[src/rtl/bitstream_self_writer.sv]
// ---------------------------------------------------------------------------
// bitstream_self_writer
//
// Reads a configuration bitstream byte-by-byte from a synchronous byte memory.
// It packs each group of four bytes into one big-endian 32-bit word (the first
// byte becomes the MSB). Each word is presented to the fabric's self-write port
// with a programmable setup gap, a single-cycle strobe and a programmable hold
// gap.
//
// Ports
//   CLK              in   system clock, rising edge
//   reset            in   synchronous, active-high reset
//   start            in   begin a load (sampled only while idle)
//   num_bytes        in   bitstream length in bytes, latched on start
//   mem_rd_en        out  byte memory read enable
//   mem_addr         out  byte memory address
//   mem_rdata        in   byte read data, one cycle after mem_rd_en
//   SelfWriteData    out  configuration word to the fabric
//   SelfWriteStrobe  out  one-cycle write pulse to the fabric
//   busy             out  high from accepted start until the done pulse
//   done             out  one-cycle pulse after the final word's hold
//   word_count       out  words written in the current/last load
// ---------------------------------------------------------------------------
module bitstream_self_writer #(
    parameter int ADDR_W       = 14,
    parameter int SETUP_CYCLES = 2,
    parameter int HOLD_CYCLES  = 2
) (
    input  logic              CLK,
    input  logic              reset,
    input  logic              start,
    input  logic [ADDR_W:0]   num_bytes,
    output logic              mem_rd_en,
    output logic [ADDR_W-1:0] mem_addr,
    input  logic [7:0]        mem_rdata,
    output logic [31:0]       SelfWriteData,
    output logic              SelfWriteStrobe,
    output logic              busy,
    output logic              done,
    output logic [ADDR_W-2:0] word_count
);

    typedef enum logic [2:0] {
        IDLE,
        FETCH,
        SETUP,
        STROBE,
        HOLD,
        DONE
    } state_t;

    localparam int                CNT_W      = 16;
    localparam logic [CNT_W-1:0]  FETCH_LAST = CNT_W'(4);
    localparam logic [CNT_W-1:0]  SETUP_LAST = CNT_W'(SETUP_CYCLES - 1);
    localparam logic [CNT_W-1:0]  HOLD_LAST  = CNT_W'((HOLD_CYCLES > 0) ? HOLD_CYCLES - 1 : 0);
    localparam logic [ADDR_W:0]   WORD_BYTES = (ADDR_W+1)'(4);

    state_t            state;
    state_t            state_next;
    logic [CNT_W-1:0]  cnt;          // cycle index within the current state
    logic [ADDR_W:0]   ptr;          // byte address of the current word
    logic [ADDR_W:0]   nb;           // latched bitstream length
    logic [ADDR_W:0]   rd_ptr;       // byte address issued this FETCH cycle
    logic [31:8]       shadow;       // first three bytes of the word being fetched
    logic              rd_q;         // a read was issued last cycle
    logic [7:0]        cap_byte;     // byte arriving this cycle (0 for padding)
    logic              more_words;
    logic              word_end;     // last cycle of the current word

    assign rd_ptr     = ptr + (ADDR_W+1)'(cnt[1:0]);
    assign more_words = (ptr + WORD_BYTES) < nb;
    // Bytes past the end of the bitstream were never read; pad them with zero.
    assign cap_byte   = rd_q ? mem_rdata : 8'h00;

    // Next-state and outputs
    always_comb begin
        state_next      = state;
        word_end        = 1'b0;
        mem_rd_en       = 1'b0;
        mem_addr        = '0;
        SelfWriteStrobe = 1'b0;
        busy            = (state != IDLE);

        case (state)
            IDLE: begin
                if (start) begin
                    state_next = (num_bytes == '0) ? DONE : FETCH;
                end
            end
            FETCH: begin
                if (cnt < FETCH_LAST) begin
                    mem_addr  = rd_ptr[ADDR_W-1:0];
                    mem_rd_en = (rd_ptr < nb);
                end
                if (cnt == FETCH_LAST) begin
                    state_next = SETUP;
                end
            end
            SETUP: begin
                if (cnt == SETUP_LAST) begin
                    state_next = STROBE;
                end
            end
            STROBE: begin
                SelfWriteStrobe = 1'b1;
                if (HOLD_CYCLES == 0) begin
                    word_end = 1'b1;
                end else begin
                    state_next = HOLD;
                end
            end
            HOLD: begin
                if (cnt == HOLD_LAST) begin
                    word_end = 1'b1;
                end
            end
            DONE: begin
                state_next = IDLE;
            end
            default: begin
                state_next = IDLE;
            end
        endcase

        if (word_end) begin
            state_next = more_words ? FETCH : DONE;
        end
    end

    // State register and datapath
    always_ff @(posedge CLK) begin
        if (reset) begin
            state         <= IDLE;
            cnt           <= '0;
            ptr           <= '0;
            nb            <= '0;
            shadow        <= '0;
            rd_q          <= 1'b0;
            done          <= 1'b0;
            word_count    <= '0;
            SelfWriteData <= '0;
        end else begin
            state <= state_next;
            rd_q  <= mem_rd_en;
            // done is issued on the DONE->IDLE edge so busy is already low.
            done  <= (state == DONE);

            // Every transition changes state, so a state change restarts the count.
            if ((state_next != state) || (state == IDLE)) begin
                cnt <= '0;
            end else begin
                cnt <= cnt + CNT_W'(1);
            end

            if ((state == IDLE) && start) begin
                nb         <= num_bytes;
                ptr        <= '0;
                word_count <= '0;
            end

            // Byte k arrives on FETCH cycle k+1; the last byte goes straight
            // into the output word together with the shadowed upper bytes.
            if (state == FETCH) begin
                case (cnt[2:0])
                    3'd1:    shadow[31:24] <= cap_byte;
                    3'd2:    shadow[23:16] <= cap_byte;
                    3'd3:    shadow[15:8]  <= cap_byte;
                    3'd4:    SelfWriteData <= {shadow[31:8], cap_byte};
                    default: ;
                endcase
            end

            if (state == STROBE) begin
                word_count <= word_count + (ADDR_W-1)'(1);
            end

            if (word_end) begin
                ptr <= ptr + WORD_BYTES;
            end
        end
    end

endmodule

[config.mk]
export PLATFORM = sky130hd
export DESIGN_NAME = bitstream_self_writer
export DESIGN_NICKNAME = d
export VERILOG_FILES = /design/src/rtl/bitstream_self_writer.sv
export SDC_FILE = /design/constraint.sdc
export NUM_CORES = 1
export LEC_CHECK = 0
export CORE_ASPECT_RATIO = 1.25
export CORE_UTILIZATION = 54
export CTS_BUF_LIST = sky130_fd_sc_hd__clkbuf_16
export CTS_CLUSTER_DIAMETER = 150
export DETAILED_ROUTE_END_ITERATION = 7
export GPL_ROUTABILITY_DRIVEN = 1
export PLACE_DENSITY = 0.88
export SLEW_MARGIN = 20
export SYNTH_ARGS = -nofsm -noshare
export SYNTH_HDL_FRONTEND = slang
export SYNTH_SLANG_ARGS = --single-unit
[constraint.sdc]
create_clock -name CLK -period 2.5 [get_ports CLK]
set_input_delay 0.375 -clock CLK [delete_from_list [all_inputs] [get_ports CLK]]
set_output_delay 0.375 -clock CLK [all_outputs]
set_load 0.05 [all_outputs]
**Word-level counts from Yosys, hierarchy flattened**

Cells that the tools add are included.

- Add/sub/neg operators: 4
- Magnitude comparators: 3
- Reduce and logical (&&, ||, !) cells: 12
- Mux-type cells: 19
- Eq/ne operators: 12

Operators by type and width:

| operator | number |
|---|---|
| < comparator 15 bit | 2 |
| 2-to-1 mux 15 bit | 2 |
| 2-to-1 mux 14 bit | 2 |
| 2-to-1 mux 13 bit | 2 |
| 2-to-1 mux 3 bit | 6 |
| adder 16 x 1 -> 16 bit, second input constant | 1 |
| equality test 16 x 1 -> 1 bit, second input constant | 1 |
| equality test 16 x 3 -> 1 bit, second input constant | 1 |
| < comparator 16 x 3 -> 1 bit, second input constant | 1 |
| adder 15 x 2 -> 15 bit | 1 |
| adder 15 x 3 -> 15 bit, second input constant | 1 |
| logical NOT 15 bit | 1 |
| case mux 3 bit (5 select lines) | 1 |
| adder 13 x 1 -> 13 bit, second input constant | 1 |
| equality test 3 x 2 -> 1 bit, second input constant | 4 |
| equality test 3 bit, second input constant | 3 |
| 2-to-1 mux 8 bit | 1 |
| AND reduction 2 bit | 4 |
| equality test 3 x 1 -> 1 bit, second input constant | 2 |
| 2-to-1 mux 1 bit | 5 |
| nonzero test 2 bit | 2 |
| logical NOT 3 bit | 1 |
| inequality test 3 bit | 1 |
| nonzero test 3 bit | 1 |
| other kinds (3) | 3 |

- Output and inout port bits: 63
- Word-level logic and storage cells: 61
- Register bits after elaboration: 120
- Input port bits: 26

**Longest topological paths before layout**

Gate-level depths: netlist (run 1).

- Depth after elaboration: 8
- Depth in mapped cells: 10
- Mapped depth without buffers: 10

**Least setup slack after synthesis (run 1)**

No wires, ideal clock.

- Path type: flip-flop to output port
- From: register cnt[4]
- To: output mem_addr[0]
- Stages on the path, launching flop included: 4
- Slack: -292 ps
- Arrival: 2417 ps
- Buffers on the path: 0
- Data required time: 2125 ps
- Cells stage by stage: dfxtp_1 nor4_2 nand4_1 nor4_1

- Word-level cells in the longest chain between the ends: 3

RTL lines:

| element | line | text |
|---|---|---|
| start, declared | 60 | `logic [CNT_W-1:0] cnt;` |
| start signal, assigned | 152 | `cnt <= cnt + CNT_W'(1);` |
| < comparator 16 x 3 -> 1 bit | 91 | `if (cnt < FETCH_LAST) begin` |
| 2-to-1 mux 14 bit | 91 |  |
| 2-to-1 mux 14 bit | 84 | `case (state)` |
| end, declared | 34 | `output logic [ADDR_W-1:0] mem_addr,` |

Every way passes these cells.

**Final worst setup path (run 1)**

- From: register nb[4]
- To: output mem_rd_en

- Word-level cells in the longest chain between the ends: 3

RTL lines:

| element | line | text |
|---|---|---|
| start, declared | 62 | `logic [ADDR_W:0] nb;` |
| start signal, assigned | 156 | `nb <= num_bytes;` |
| < comparator 15 bit | 93 | `mem_rd_en = (rd_ptr < nb);` |
| 2-to-1 mux 1 bit | 91 |  |
| 2-to-1 mux 1 bit | 84 |  |
| end, declared | 33 | `output logic mem_rd_en,` |

Every way passes these cells.

==> results of run 1 <==
[worst max-delay path: stages, from the launching register on]
cell                      delay (ns)
sky130_fd_sc_hd__dfxtp_1        0.34
sky130_fd_sc_hd__inv_1          0.09
sky130_fd_sc_hd__ha_1           0.34
sky130_fd_sc_hd__a21oi_1        0.14
sky130_fd_sc_hd__nor2b_1        0.06
sky130_fd_sc_hd__o311a_1        0.39
sky130_fd_sc_hd__nor3_4         0.24
sky130_fd_sc_hd__buf_12         0.16
[metrics by stage]
step	utilization	hold WS, ns
after floorplan	-	0.432
after global placement	0.663	0.440
after detailed placement	0.663	0.446
after CTS	0.729	0.388
after global routing	0.740	0.424
final	0.740	0.398
[cells in the final DEF, fill, tap and decap left out, types with 3 or more instances in the layout]
master / count
sky130_fd_sc_hd__nor2_1: 105
sky130_fd_sc_hd__dfxtp_1: 108
sky130_fd_sc_hd__a21o_1: 3
sky130_fd_sc_hd__nand3b_1: 3
sky130_fd_sc_hd__buf_4: 24
sky130_fd_sc_hd__and3_1: 3
sky130_fd_sc_hd__clkbuf_16: 17
sky130_fd_sc_hd__and2_1: 3
sky130_fd_sc_hd__and4_1: 5
sky130_fd_sc_hd__clkinv_4: 5
sky130_fd_sc_hd__nor4_1: 7
sky130_fd_sc_hd__clkdlybuf4s50_1: 71
sky130_fd_sc_hd__nor4_4: 3
sky130_fd_sc_hd__nor3_1: 7
sky130_fd_sc_hd__nor4b_1: 7
sky130_fd_sc_hd__xor2_1: 14
sky130_fd_sc_hd__and2_4: 9
sky130_fd_sc_hd__clkinvlp_4: 3
sky130_fd_sc_hd__ha_1: 34
sky130_fd_sc_hd__a311o_1: 3
sky130_fd_sc_hd__inv_1: 26
sky130_fd_sc_hd__nand2_1: 112
sky130_fd_sc_hd__nand3_1: 30
sky130_fd_sc_hd__nand4_1: 18
sky130_fd_sc_hd__buf_12: 15
sky130_fd_sc_hd__a211oi_1: 5
sky130_fd_sc_hd__o21ai_0: 9
sky130_fd_sc_hd__nor4_2: 4
sky130_fd_sc_hd__a21oi_1: 100
sky130_fd_sc_hd__mux2_2: 3
sky130_fd_sc_hd__a31oi_1: 3
sky130_fd_sc_hd__xnor2_1: 11
sky130_fd_sc_hd__dfxtp_2: 9
[logic make-up after synthesis]
| group | Yosys count |
|---|---|
| flip-flops | 118 |
| AND/OR/NAND/NOR | 333 |
| buffers and inverters | 81 |
| adder cells (fa/ha/maj) | 34 |
| AO/OA/AOI/OAI | 132 |
| XOR/XNOR | 25 |
| multiplexers | 3 |
[repair_timing]
| item | CTS | global route |
|---|---|---|
| setup buffers | 6 | 2 |
| gates resized for setup | 12 | 28 |
| pin swaps | 6 | 4 |
| endpoints found under the setup margin | 13 | 21 |
[routing by layer]
metal	routed length [µm]	vias up	track usage
met5	0	-	0
met4	777	0	0.186
met3	949	80	0.0658
met2	8230	277	0.522
met1	5990	2624	0.307
li1	-	2630	-
[worst min path at each step]
stage                         to        from  slack, ns
2_1_floorplan  SelfWriteData[10]  shadow[10]       0.43
3_3_place_gp   SelfWriteData[22]  shadow[22]       0.44
3_5_place_dp   SelfWriteData[24]  shadow[24]       0.45
4_1_cts                   ptr[6]       reset       0.39
5_1_grt                    nb[6]       reset       0.42
6_report                  ptr[6]       reset       0.40
[sequential cells by signal (all words and copies together), names as in the netlist]
name / count
word_count: 13
SelfWriteData: 32
ptr: 13
nb: 15
cnt: 16
done: 1
state: 3
shadow: 24
rd_q: 1
[synthesized netlist by cell type, types with 9 or more instances]
library cell                 n
sky130_fd_sc_hd__ha_1       34
sky130_fd_sc_hd__a21oi_1   100
sky130_fd_sc_hd__nor4_1     11
sky130_fd_sc_hd__clkbuf_1   40
sky130_fd_sc_hd__nand3_1    32
sky130_fd_sc_hd__nor3_1     11
sky130_fd_sc_hd__and2_1     12
sky130_fd_sc_hd__xor2_1     14
sky130_fd_sc_hd__nor2_1    105
sky130_fd_sc_hd__xnor2_1    11
sky130_fd_sc_hd__inv_1      26
sky130_fd_sc_hd__buf_2       9
sky130_fd_sc_hd__nand4_1    18
sky130_fd_sc_hd__o21ai_0    10
sky130_fd_sc_hd__nand2_1   112
sky130_fd_sc_hd__dfxtp_1   118
[area by class of cell]
type | instances | area, µm² | area share
well taps | 129 | 161 | 0.0215
clock buffers | 17 | 425 | 0.0566
flip-flops and latches | 118 | 2380 | 0.316
repair buffers | 112 | 1210 | 0.161
multi-input cells | 527 | 3090 | 0.411
inverters | 26 | 97.6 | 0.0130
clock inverters | 14 | 154 | 0.0205
[power by group]
group          switching, W  internal (W)
combinational      0.000177      0.000111
clock              0.000907       0.00147
sequential        0.0000175       0.00190
==> tab_implementation.tex, run 1 <==
\begin{tabular}{lr}
\hline
Metric & Value \\
\hline
\multicolumn{2}{l}{\textbf{Placed design}} \\
Area after detailed placement & 6740 µm² \\
Placement-stage worst setup slack & about 0.13 ns \\
Count of input and output buffers & 88 \\
Placed instance count & between 900 and 1000 \\
DP HPWL & around 10000 µm \\
Gpl congestion & about 0.9 \\
\multicolumn{2}{l}{\textbf{Drt}} \\
Final Routed Wirelength & about 16000 µm \\
First DRT Iteration DRCs & 462 \\
Total vias in the final route & between 5000 and 6000 \\
Routed wire per std cell & around 17 µm \\
Remaining DRCs & 0 \\
ANT nets after route & 0 \\
Drt first pass iters & 6 \\
Via-per-instance ratio & between 5 and 6 \\
\multicolumn{2}{l}{\textbf{Synthesis}} \\
Cells after synthesis & 726 \\
Portion of netlist area occupied by mux cells & 0.00596 \\
Number of enable-type register cells in the synthesized netlist & 0 \\
Synth unique cells & 43 \\
Ranking of synthesized cells by area & sky130\_fd\_sc\_hd\_\_dfxtp\_1, sky130\_fd\_sc\_hd\_\_a21oi\_1, sky130\_fd\_sc\_hd\_\_ha\_1 \\
Synthesized-area fraction occupied by and/or/nand/nor cells & 0.275 \\
Proportion of synthesized chip area in sequential cells & 0.417 \\
Xor and xnor area share after synthesis & 0.0386 \\
Proportion of synthesized flip-flops having asynchronous set or reset & 0 \\
Syn\_nets & 786 \\
Share of the synthesized area in compound gates (AO/OA/AOI/OAI) & 0.128 \\
Number of flip-flops and latches in the synthesized netlist & about 120 \\
Main combinational cell family by area after synthesis & simple AND/OR/NAND/NOR gates \\
Synth Area per Inst & between 7 and 8 µm² \\
Mapped cell area & 5670 µm² \\
Warnings, synthesis & 0 \\
Adder and majority cell fraction of the synthesized area & 0.0751 \\
Dominant register cell in the synthesized netlist & sky130\_fd\_sc\_hd\_\_dfxtp\_1 \\
Synth top area share & 0.417 \\
Biggest area consumer among synthesized cells & sky130\_fd\_sc\_hd\_\_dfxtp\_1 \\
\multicolumn{2}{l}{\textbf{Outcome}} \\
Result of the run & complete, but fails checks \\
Failing checks & negative setup slack \\
\multicolumn{2}{l}{\textbf{Finish}} \\
Total of fill cells in the finished design & $\sim$690 \\
Ant. Diodes & 0 \\
Share of final-layout standard cells stronger than drive strength 1 & 0.138 \\
Final instance count without filler cells & between 900 and 1000 \\
Count of nets after finishing & 862 \\
Area of all placed cells without fillers & approximately 7500 µm² \\
P\&R area growth vs syn & 32.6\% \\
\multicolumn{2}{l}{\textbf{Critical path}} \\
Critical path class & reg -> out \\
CP required & about 2.1 ns \\
Crit path from & nb[4] \\
Register-to-register path setup slack & approximately 0.070 ns \\
Arrival time worst endpoint & 2.18 ns \\
Startpoint types & register \\
Crit path to & mem\_rd\_en \\
Max FO, Critical Path & 2 \\
Crit Reg-Reg Endpoint & state[2] \\
Worst reg-to-reg path cell count & 9 \\
Endpoint type of the worst setup path & primary output \\
Reg2Reg Launch Point & ptr[2] \\
\multicolumn{2}{l}{\textbf{Hold path}} \\
Worst Hold Class & in -> reg \\
Number of cells on the worst hold path & 2 \\
\multicolumn{2}{l}{\textbf{Global routing}} \\
Pin count of the biggest net entering global routing & 70 \\
Vias in the first global route & 5330 \\
First-pass GRT wire length & 24600 µm \\
Number of antenna violations at the first check in global routing & 0 \\
Global-route usage over all layers & 0.291 \\
GR Overflow Total & 0 \\
\multicolumn{2}{l}{\textbf{Clock tree}} \\
Total clock buffers created by CTS & 17 \\
Clock Pin Slew Worst Setup and Hold Paths & approximately 0.060 ns \\
Clock sinks & 118 \\
Buffers from clock root to sink, at most & 2 \\
TritonCTS clock tree & yes \\
Hold buffer count at cts & 0 \\
Clock latency reported for the late side of the worst-skew pair & between 0.4 and 0.5 ns \\
Buffer cell driving the clock tree root & sky130\_fd\_sc\_hd\_\_clkbuf\_16 \\
CTS H-tree depth & 4 \\
\multicolumn{2}{l}{\textbf{Timing}} \\
Final Hold Fails & 0 \\
Achievable Freq & about 0.39 GHz \\
Setup repair after global routing missed its margin & yes \\
Sum of negative setup slack & -0.0570 ns \\
Final period util & 1.02 \\
Period minus WS final & roughly 2.6 ns \\
Headroom to the max-slew limit & 0.538 \\
Setup WS post-layout & -0.0570 ns \\
Final clock skew & approximately 0.0094 ns \\
Pin slew with the least headroom to its limit & between 0.6 and 0.7 ns \\
Number of max-slew violations in the final report & 0 \\
Final setup violating endpoints & 1 \\
\multicolumn{2}{l}{\textbf{Floorplan}} \\
Full die area & between 10000 and 15000 µm² \\
Count of pins on the block boundary & 89 \\
Die height & 117 µm \\
Starting Density & 0.558 \\
Number of placement rows & 41 \\
Placeable core area & approximately 10000 µm² \\
Horizontal die dimension & approximately 94 µm \\
\multicolumn{2}{l}{\textbf{Power}} \\
Sum of internal, switching and leakage power & about 0.0046 W \\
Peak supply drop & between 600 and 700 µV \\
Cell leakage power & 2.72 nW \\
Pwr/cell area & slightly above 600 nW/µm² \\
\multicolumn{2}{l}{\textbf{Run}} \\
Max capacitance violation total & 0 \\
\hline
\end{tabular}
No activity file was read; power rests on OpenSTA's default activity.
==> run 2, diff against run 1 <==
--- a/config.mk
+++ b/config.mk
@@ -12,7 +12,6 @@
 export DETAILED_ROUTE_END_ITERATION = 7
 export GPL_ROUTABILITY_DRIVEN = 1
 export PLACE_DENSITY = 0.88
-export SLEW_MARGIN = 20
 export SYNTH_ARGS = -nofsm -noshare
 export SYNTH_HDL_FRONTEND = slang
 export SYNTH_SLANG_ARGS = --single-unit
==> constraint.sdc (replaced) <==
create_clock -name CLK -period 2.5 [get_ports CLK]
set_input_delay 0.375 -clock CLK [delete_from_list [all_inputs] [get_ports CLK]]
set_output_delay 0.375 -clock CLK [all_outputs]
set_load 0.01 [all_outputs]
==> tab_implementation.tex, run 2 (synthesized netlist as in run 1, its figures left out) <==
\begin{tabular}{lr}
\hline
Metric & Value \\
\hline
\multicolumn{2}{l}{\textbf{Outcome}} \\
Result of the run & complete, but fails checks \\
Failing checks & negative setup slack \\
\multicolumn{2}{l}{\textbf{Run}} \\
Max capacitance violation total & 0 \\
\multicolumn{2}{l}{\textbf{Placed design}} \\
Count of input and output buffers & 88 \\
Gpl congestion & just over 0.9 \\
Area after detailed placement & 6760 µm² \\
Placement-stage worst setup slack & around 0.066 ns \\
DP HPWL & roughly 11000 µm \\
\multicolumn{2}{l}{\textbf{Finish}} \\
Ant. Diodes & 0 \\
Reg with most FFs & SelfWriteData \\
P\&R area growth vs syn & 30.4\% \\
Leading cell types in the layout, fill and taps excluded & sky130\_fd\_sc\_hd\_\_dfxtp\_1, sky130\_fd\_sc\_hd\_\_nand2\_1, sky130\_fd\_sc\_hd\_\_nor2\_1 \\
Number of flip-flops under the largest register name & 32 \\
Registers with the most flip-flops & SelfWriteData: 32 flops, shadow: 24 flops, cnt: 16 flops \\
Area of all placed cells without fillers & between 7000 and 8000 µm² \\
Count of nets after finishing & around 880 \\
Share of final-layout standard cells stronger than drive strength 1 & 0.121 \\
Share of the core filled with cells in the final layout & 0.727 \\
Commonest non-fill, non-tap cell in the layout & sky130\_fd\_sc\_hd\_\_dfxtp\_1 \\
\multicolumn{2}{l}{\textbf{Clock tree}} \\
TritonCTS clock tree & yes \\
Clock sinks & around 120 \\
CTS H-tree depth & 4 \\
Hold buffer count at cts & 0 \\
Total clock buffers created by CTS & 17 \\
Buffers from clock root to sink, at most & 2 \\
Clock Pin Slew Worst Setup and Hold Paths & $\sim$0.060 ns \\
Buffer cell driving the clock tree root & sky130\_fd\_sc\_hd\_\_clkbuf\_16 \\
Clock latency reported for the late side of the worst-skew pair & roughly 0.42 ns \\
\multicolumn{2}{l}{\textbf{Critical path}} \\
Crit Reg-Reg Endpoint & state[2] \\
Max FO, Critical Path & 6 \\
Crit path from & cnt[7] \\
Startpoint types & register \\
Arrival time worst endpoint & about 2.2 ns \\
Endpoint type of the worst setup path & primary output \\
Worst reg-to-reg path cell count & 10 \\
Crit path to & mem\_addr[8] \\
Critical path class & reg -> out \\
CP required & between 2 and 2.5 ns \\
Register-to-register path setup slack & around 0.09 ns \\
Reg2Reg Launch Point & ptr[5] \\
\multicolumn{2}{l}{\textbf{Hold path}} \\
Worst Hold Class & in -> reg \\
\multicolumn{2}{l}{\textbf{Timing}} \\
Worst hold-check slack & a little over 0.4 ns \\
Achievable Freq & approximately 0.40 GHz \\
Final clock skew & about 0.0066 ns \\
Final Hold Fails & 0 \\
Setup repair after global routing missed its margin & yes \\
Number of max-slew violations in the final report & 0 \\
Headroom to the max-slew limit & 0.551 \\
Pin slew with the least headroom to its limit & about 0.67 ns \\
Final setup violating endpoints & 1 \\
Period minus WS final & 2.52 ns \\
Final period util & 1.01 \\
Setup WS post-layout & -0.0209 ns \\
\multicolumn{2}{l}{\textbf{Global routing}} \\
Global-route usage over all layers & 0.294 \\
Vias in the first global route & about 5400 \\
GR Overflow Total & 0 \\
Number of antenna violations at the first check in global routing & 0 \\
Pin count of the biggest net entering global routing & 59 \\
First-pass GRT wire length & 24800 µm \\
\multicolumn{2}{l}{\textbf{Floorplan}} \\
Die height & around 120 µm \\
Placeable core area & $\sim$10000 µm² \\
Starting Density & 0.558 \\
Horizontal die dimension & 93.6 µm \\
Number of placement rows & 41 \\
Count of pins on the block boundary & between 80 and 90 \\
Full die area & $\sim$11000 µm² \\
\multicolumn{2}{l}{\textbf{Power}} \\
Switching power & 0.00115 W \\
Peak supply drop & 542 µV \\
Pwr/cell area & $\sim$630 nW/µm² \\
Comb power frac & 0.058 \\
Clk pwr share & 0.529 \\
Cell leakage power & around 2.7 nW \\
Share of total power consumed by net switching & 0.248 \\
Internal power & around 0.0035 W \\
Sequential Power Share & 0.413 \\
\multicolumn{2}{l}{\textbf{Drt}} \\
Drt first pass iters & 6 \\
Routed wire per std cell & 16.7 µm \\
First DRT Iteration DRCs & 492 \\
Via-per-instance ratio & between 5 and 6 \\
Total vias in the final route & roughly 5700 \\
Final Routed Wirelength & around 16000 µm \\
Remaining DRCs & 0 \\
ANT nets after route & 0 \\
\hline
\end{tabular}
==> run 2: cell types whose count changed in the layout (fill, tap and decap cells not counted), moves of 8 or more <==
cell / change
sky130_fd_sc_hd__and2_1: +9
sky130_fd_sc_hd__and2_4: -9
sky130_fd_sc_hd__buf_12: -15
sky130_fd_sc_hd__buf_4: +18
sky130_fd_sc_hd__clkbuf_2: +9
sky130_fd_sc_hd__dfxtp_1: +8
==> run 2: worst min-delay path by stage <==
stage,startpoint,to,slack (ns),cells past startpoint
after floorplan,shadow[10],SelfWriteData[10],0.43,2
after global placement,shadow[30],SelfWriteData[30],0.44,2
after detailed placement,SelfWriteData[20],SelfWriteData[20],0.45,2
after CTS,reset,word_count[6],0.40,2
after global routing,reset,word_count[6],0.45,2
final,reset,word_count[6],0.40,2
==> run 2: critical path, cell delays in order, from the launching register on <==
cell and delay, ns:
sky130_fd_sc_hd__dfxtp_1 0.34, sky130_fd_sc_hd__nor4_4 0.34, sky130_fd_sc_hd__nand4_1 0.21, sky130_fd_sc_hd__buf_4 0.23
sky130_fd_sc_hd__nor4_4 0.30, sky130_fd_sc_hd__clkdlybuf4s15_2 0.30
==> run 2: what timing repair did <==
| action | in CTS | in global routing |
|---|---|---|
| setup buffers | 1 | 1 |
| cloned | 0 | 0 |
| endpoints found under the setup margin | 15 | 16 |
| pin swaps | 2 | 1 |
| gates resized for setup | 27 | 30 |
==> run 2: layer usage <==
metal  GRT usage  wire length [µm]  share of wire
met1       0.305              5910           0.37
met4       0.194               867          0.054
met2       0.521              8170           0.51
met3      0.0794              1120          0.069
met5           0                 0              0
==> run 2: final cells by class <==
cell class	count	area (µm²)
fillers	709	2770
clock inverters	15	169
multi-input cells	527	3030
clock buffers	17	425
repair buffers	129	1140
flip-flops and latches	118	2360
well taps	129	161
inverters	26	97.6
==> run 2: stage by stage <==
stage / std cells / total power, W / TNS (ns)
floorplan: 726 / 0.00210 / 0
global placement: 927 / 0.00219 / 0
detailed placement: 927 / 0.00221 / 0
CTS: 960 / 0.00463 / 0
global route: 961 / 0.00476 / -0.190
finish: 961 / 0.00464 / -0.0209
==> run 2: power groups by stage <==
| stage | Sequential (W) | Clock (W) | Combinational, W |
|---|---|---|---|
| after global routing | 0.00192 | 0.00255 | 0.000292 |
| after detailed placement | 0.00196 | 0 | 0.000249 |
| after global placement | 0.00195 | 0 | 0.000241 |
| final | 0.00192 | 0.00246 | 0.000269 |
| after CTS | 0.00192 | 0.00246 | 0.000258 |
| after floorplan | 0.00195 | 0 | 0.000153 |
==> run 3, diff against run 2 <==
--- a/config.mk
+++ b/config.mk
@@ -5,7 +5,7 @@
 export SDC_FILE = /design/constraint.sdc
 export NUM_CORES = 1
 export LEC_CHECK = 0
-export CORE_ASPECT_RATIO = 1.25
+export CORE_ASPECT_RATIO = 0.9
 export CORE_UTILIZATION = 54
 export CTS_BUF_LIST = sky130_fd_sc_hd__clkbuf_16
 export CTS_CLUSTER_DIAMETER = 150
==> tab_implementation.tex, run 3 (synthesized netlist as in run 1, its figures left out) <==
\begin{tabular}{lr}
\hline
Metric & Value \\
\hline
\multicolumn{2}{l}{\textbf{Drt}} \\
First DRT Iteration DRCs & just under 400 \\
ANT nets after route & 0 \\
Remaining DRCs & 0 \\
DR top layer & met4 \\
Total vias in the final route & roughly 5500 \\
Drt first pass iters & 5 \\
Met3 wire len & 942 µm \\
Routed length on met1 & $\sim$6500 µm \\
Routed wire per std cell & between 15 and 20 µm \\
Met2 layer wire length in the routed design & 7350 µm \\
Via-per-instance ratio & a little under 6 \\
Final Routed Wirelength & around 15000 µm \\
\multicolumn{2}{l}{\textbf{Critical path}} \\
Critical path class & reg -> out \\
Endpoint type of the worst setup path & primary output \\
Arrival time worst endpoint & around 2.2 ns \\
CP cell instances & nor4\_2 -> nand4\_1 -> nor3\_2 -> buf\_4 -> and2\_1 -> clkdlybuf4s15\_1 \\
Max FO, Critical Path & 10 \\
Startpoint types & register \\
Max stage delay cell, worst path & sky130\_fd\_sc\_hd\_\_dfxtp\_1 \\
Max stage delay on crit path & 0.32 ns \\
CP required & roughly 2.1 ns \\
\multicolumn{2}{l}{\textbf{Floorplan}} \\
Die height & between 90 and 100 µm \\
Full die area & 10900 µm² \\
Number of placement rows & 35 \\
Horizontal die dimension & about 110 µm \\
Count of pins on the block boundary & 89 \\
Placeable core area & approximately 10000 µm² \\
Starting Density & 0.555 \\
\multicolumn{2}{l}{\textbf{Timing}} \\
Achievable Freq & slightly below 0.4 GHz \\
Final clock skew & 0.00617 ns \\
Number of max-slew violations in the final report & 0 \\
Setup WS post-layout & -0.0368 ns \\
Setup repair after global routing missed its margin & yes \\
Final setup violating endpoints & 7 \\
Period minus WS final & roughly 2.5 ns \\
Final Hold Fails & 0 \\
Headroom to the max-slew limit & 0.554 \\
Final period util & 1.01 \\
Worst hold-check slack & between 0.4 and 0.5 ns \\
Pin slew with the least headroom to its limit & approximately 0.67 ns \\
\multicolumn{2}{l}{\textbf{Finish}} \\
Reg with most FFs & SelfWriteData \\
Count of nets after finishing & approximately 900 \\
Total of fill cells in the finished design & approximately 720 \\
Registers with the most flip-flops & SelfWriteData: 32 flops, shadow: 24 flops, cnt: 16 flops \\
Commonest non-fill, non-tap cell in the layout & sky130\_fd\_sc\_hd\_\_dfxtp\_1 \\
Share of final-layout standard cells stronger than drive strength 1 & 0.118 \\
Number of flip-flops under the largest register name & 32 \\
Final instance count without filler cells & roughly 960 \\
P\&R area growth vs syn & 30.7\% \\
Ant. Diodes & 0 \\
Share of the core filled with cells in the final layout & 0.726 \\
Leading cell types in the layout, fill and taps excluded & sky130\_fd\_sc\_hd\_\_dfxtp\_1, sky130\_fd\_sc\_hd\_\_nand2\_1, sky130\_fd\_sc\_hd\_\_nor2\_1 \\
Area of all placed cells without fillers & between 7000 and 8000 µm² \\
\multicolumn{2}{l}{\textbf{Run}} \\
Max capacitance violation total & 0 \\
\multicolumn{2}{l}{\textbf{Clock tree}} \\
Total clock buffers created by CTS & 17 \\
TritonCTS clock tree & yes \\
Clock sinks & around 120 \\
Hold buffer count at cts & 0 \\
Clock Pin Slew Worst Setup and Hold Paths & approximately 0.060 ns \\
Buffers from clock root to sink, at most & 2 \\
CTS H-tree depth & 4 \\
Clock latency reported for the late side of the worst-skew pair & $\sim$0.42 ns \\
Buffer cell driving the clock tree root & sky130\_fd\_sc\_hd\_\_clkbuf\_16 \\
\multicolumn{2}{l}{\textbf{Global routing}} \\
Pin count of the biggest net entering global routing & slightly below 70 \\
Global-route usage over all layers & 0.289 \\
Vias in the first global route & approximately 5200 \\
First-pass GRT wire length & between 20000 and 25000 µm \\
GR Overflow Total & 0 \\
Number of antenna violations at the first check in global routing & 0 \\
\multicolumn{2}{l}{\textbf{Placed design}} \\
Gpl congestion & about 0.92 \\
Placed instance count & a little over 900 \\
DP HPWL & 10200 µm \\
Area after detailed placement & 6750 µm² \\
Count of input and output buffers & just under 90 \\
\multicolumn{2}{l}{\textbf{Power}} \\
Pwr/cell area & a little over 600 nW/µm² \\
Peak supply drop & 638 µV \\
Cell leakage power & about 2.7 nW \\
Sum of internal, switching and leakage power & 0.00456 W \\
\multicolumn{2}{l}{\textbf{Outcome}} \\
Result of the run & complete, but fails checks \\
Failing checks & negative setup slack \\
\multicolumn{2}{l}{\textbf{Hold path}} \\
Worst Hold Class & in -> reg \\
\hline
\end{tabular}
run 3: cell type report:
| cell class | instances | area, µm² | share of cell area |
|---|---|---|---|
| clock inverter | 14 | 154 | 0.0208 |
| sequential | 118 | 2360 | 0.319 |
| timing repair buffer | 128 | 1150 | 0.155 |
| inverter | 26 | 97.6 | 0.0132 |
| tap | 129 | 161 | 0.0218 |
| clock buffer | 17 | 425 | 0.0574 |
| multi-input combinational | 527 | 3060 | 0.413 |
run 3: path summary, 6_finish.rpt:
path                                           to  slack (ns)  startpoint  depth (start not counted)
worst min-delay path                        nb[4]        0.40       reset                          2
worst max-delay path                 mem_addr[13]       -0.04      cnt[4]                          6
worst min register to register  SelfWriteData[11]        0.45  shadow[11]                          2
worst max register to register           state[2]        0.14      ptr[2]                          9
run 3: critical path, delay by kind of cell, from the launching register on:
kind / cells / cell delay (ns)
simple gates: 4 / 0.97
flops: 1 / 0.32
buf+inv: 2 / 0.47
run 3: what timing repair did:
| item | in CTS | in global routing |
|---|---|---|
| endpoints found under the setup margin | 15 | 17 |
| setup buffers | 1 | 1 |
| resized for setup | 23 | 24 |
| pin swaps | 2 | 1 |
run 3: per-stage QoR:
stage	setup slack, ns	setup TNS (ns)
3_3_place_gp	0.0845	0
5_1_grt	-0.137	-1.11
3_5_place_dp	0.0581	0
4_1_cts	0.00291	0
6_report	-0.0368	-0.213
2_1_floorplan	0.384	0
run 3: metal layers:
metal,track usage,vias up
met1,0.364,2619
met5,0,-
met4,0.130,0
met3,0.0609,45
li1,-,2655
met2,0.474,205
run 3: report_power, final:
group / switching, W / internal [W] / leakage [nW]
sequential: 0.0000138 / 0.00190 / 0.953
combinational: 0.000167 / 0.000106 / 1.51
clock: 0.000905 / 0.00147 / 0.276
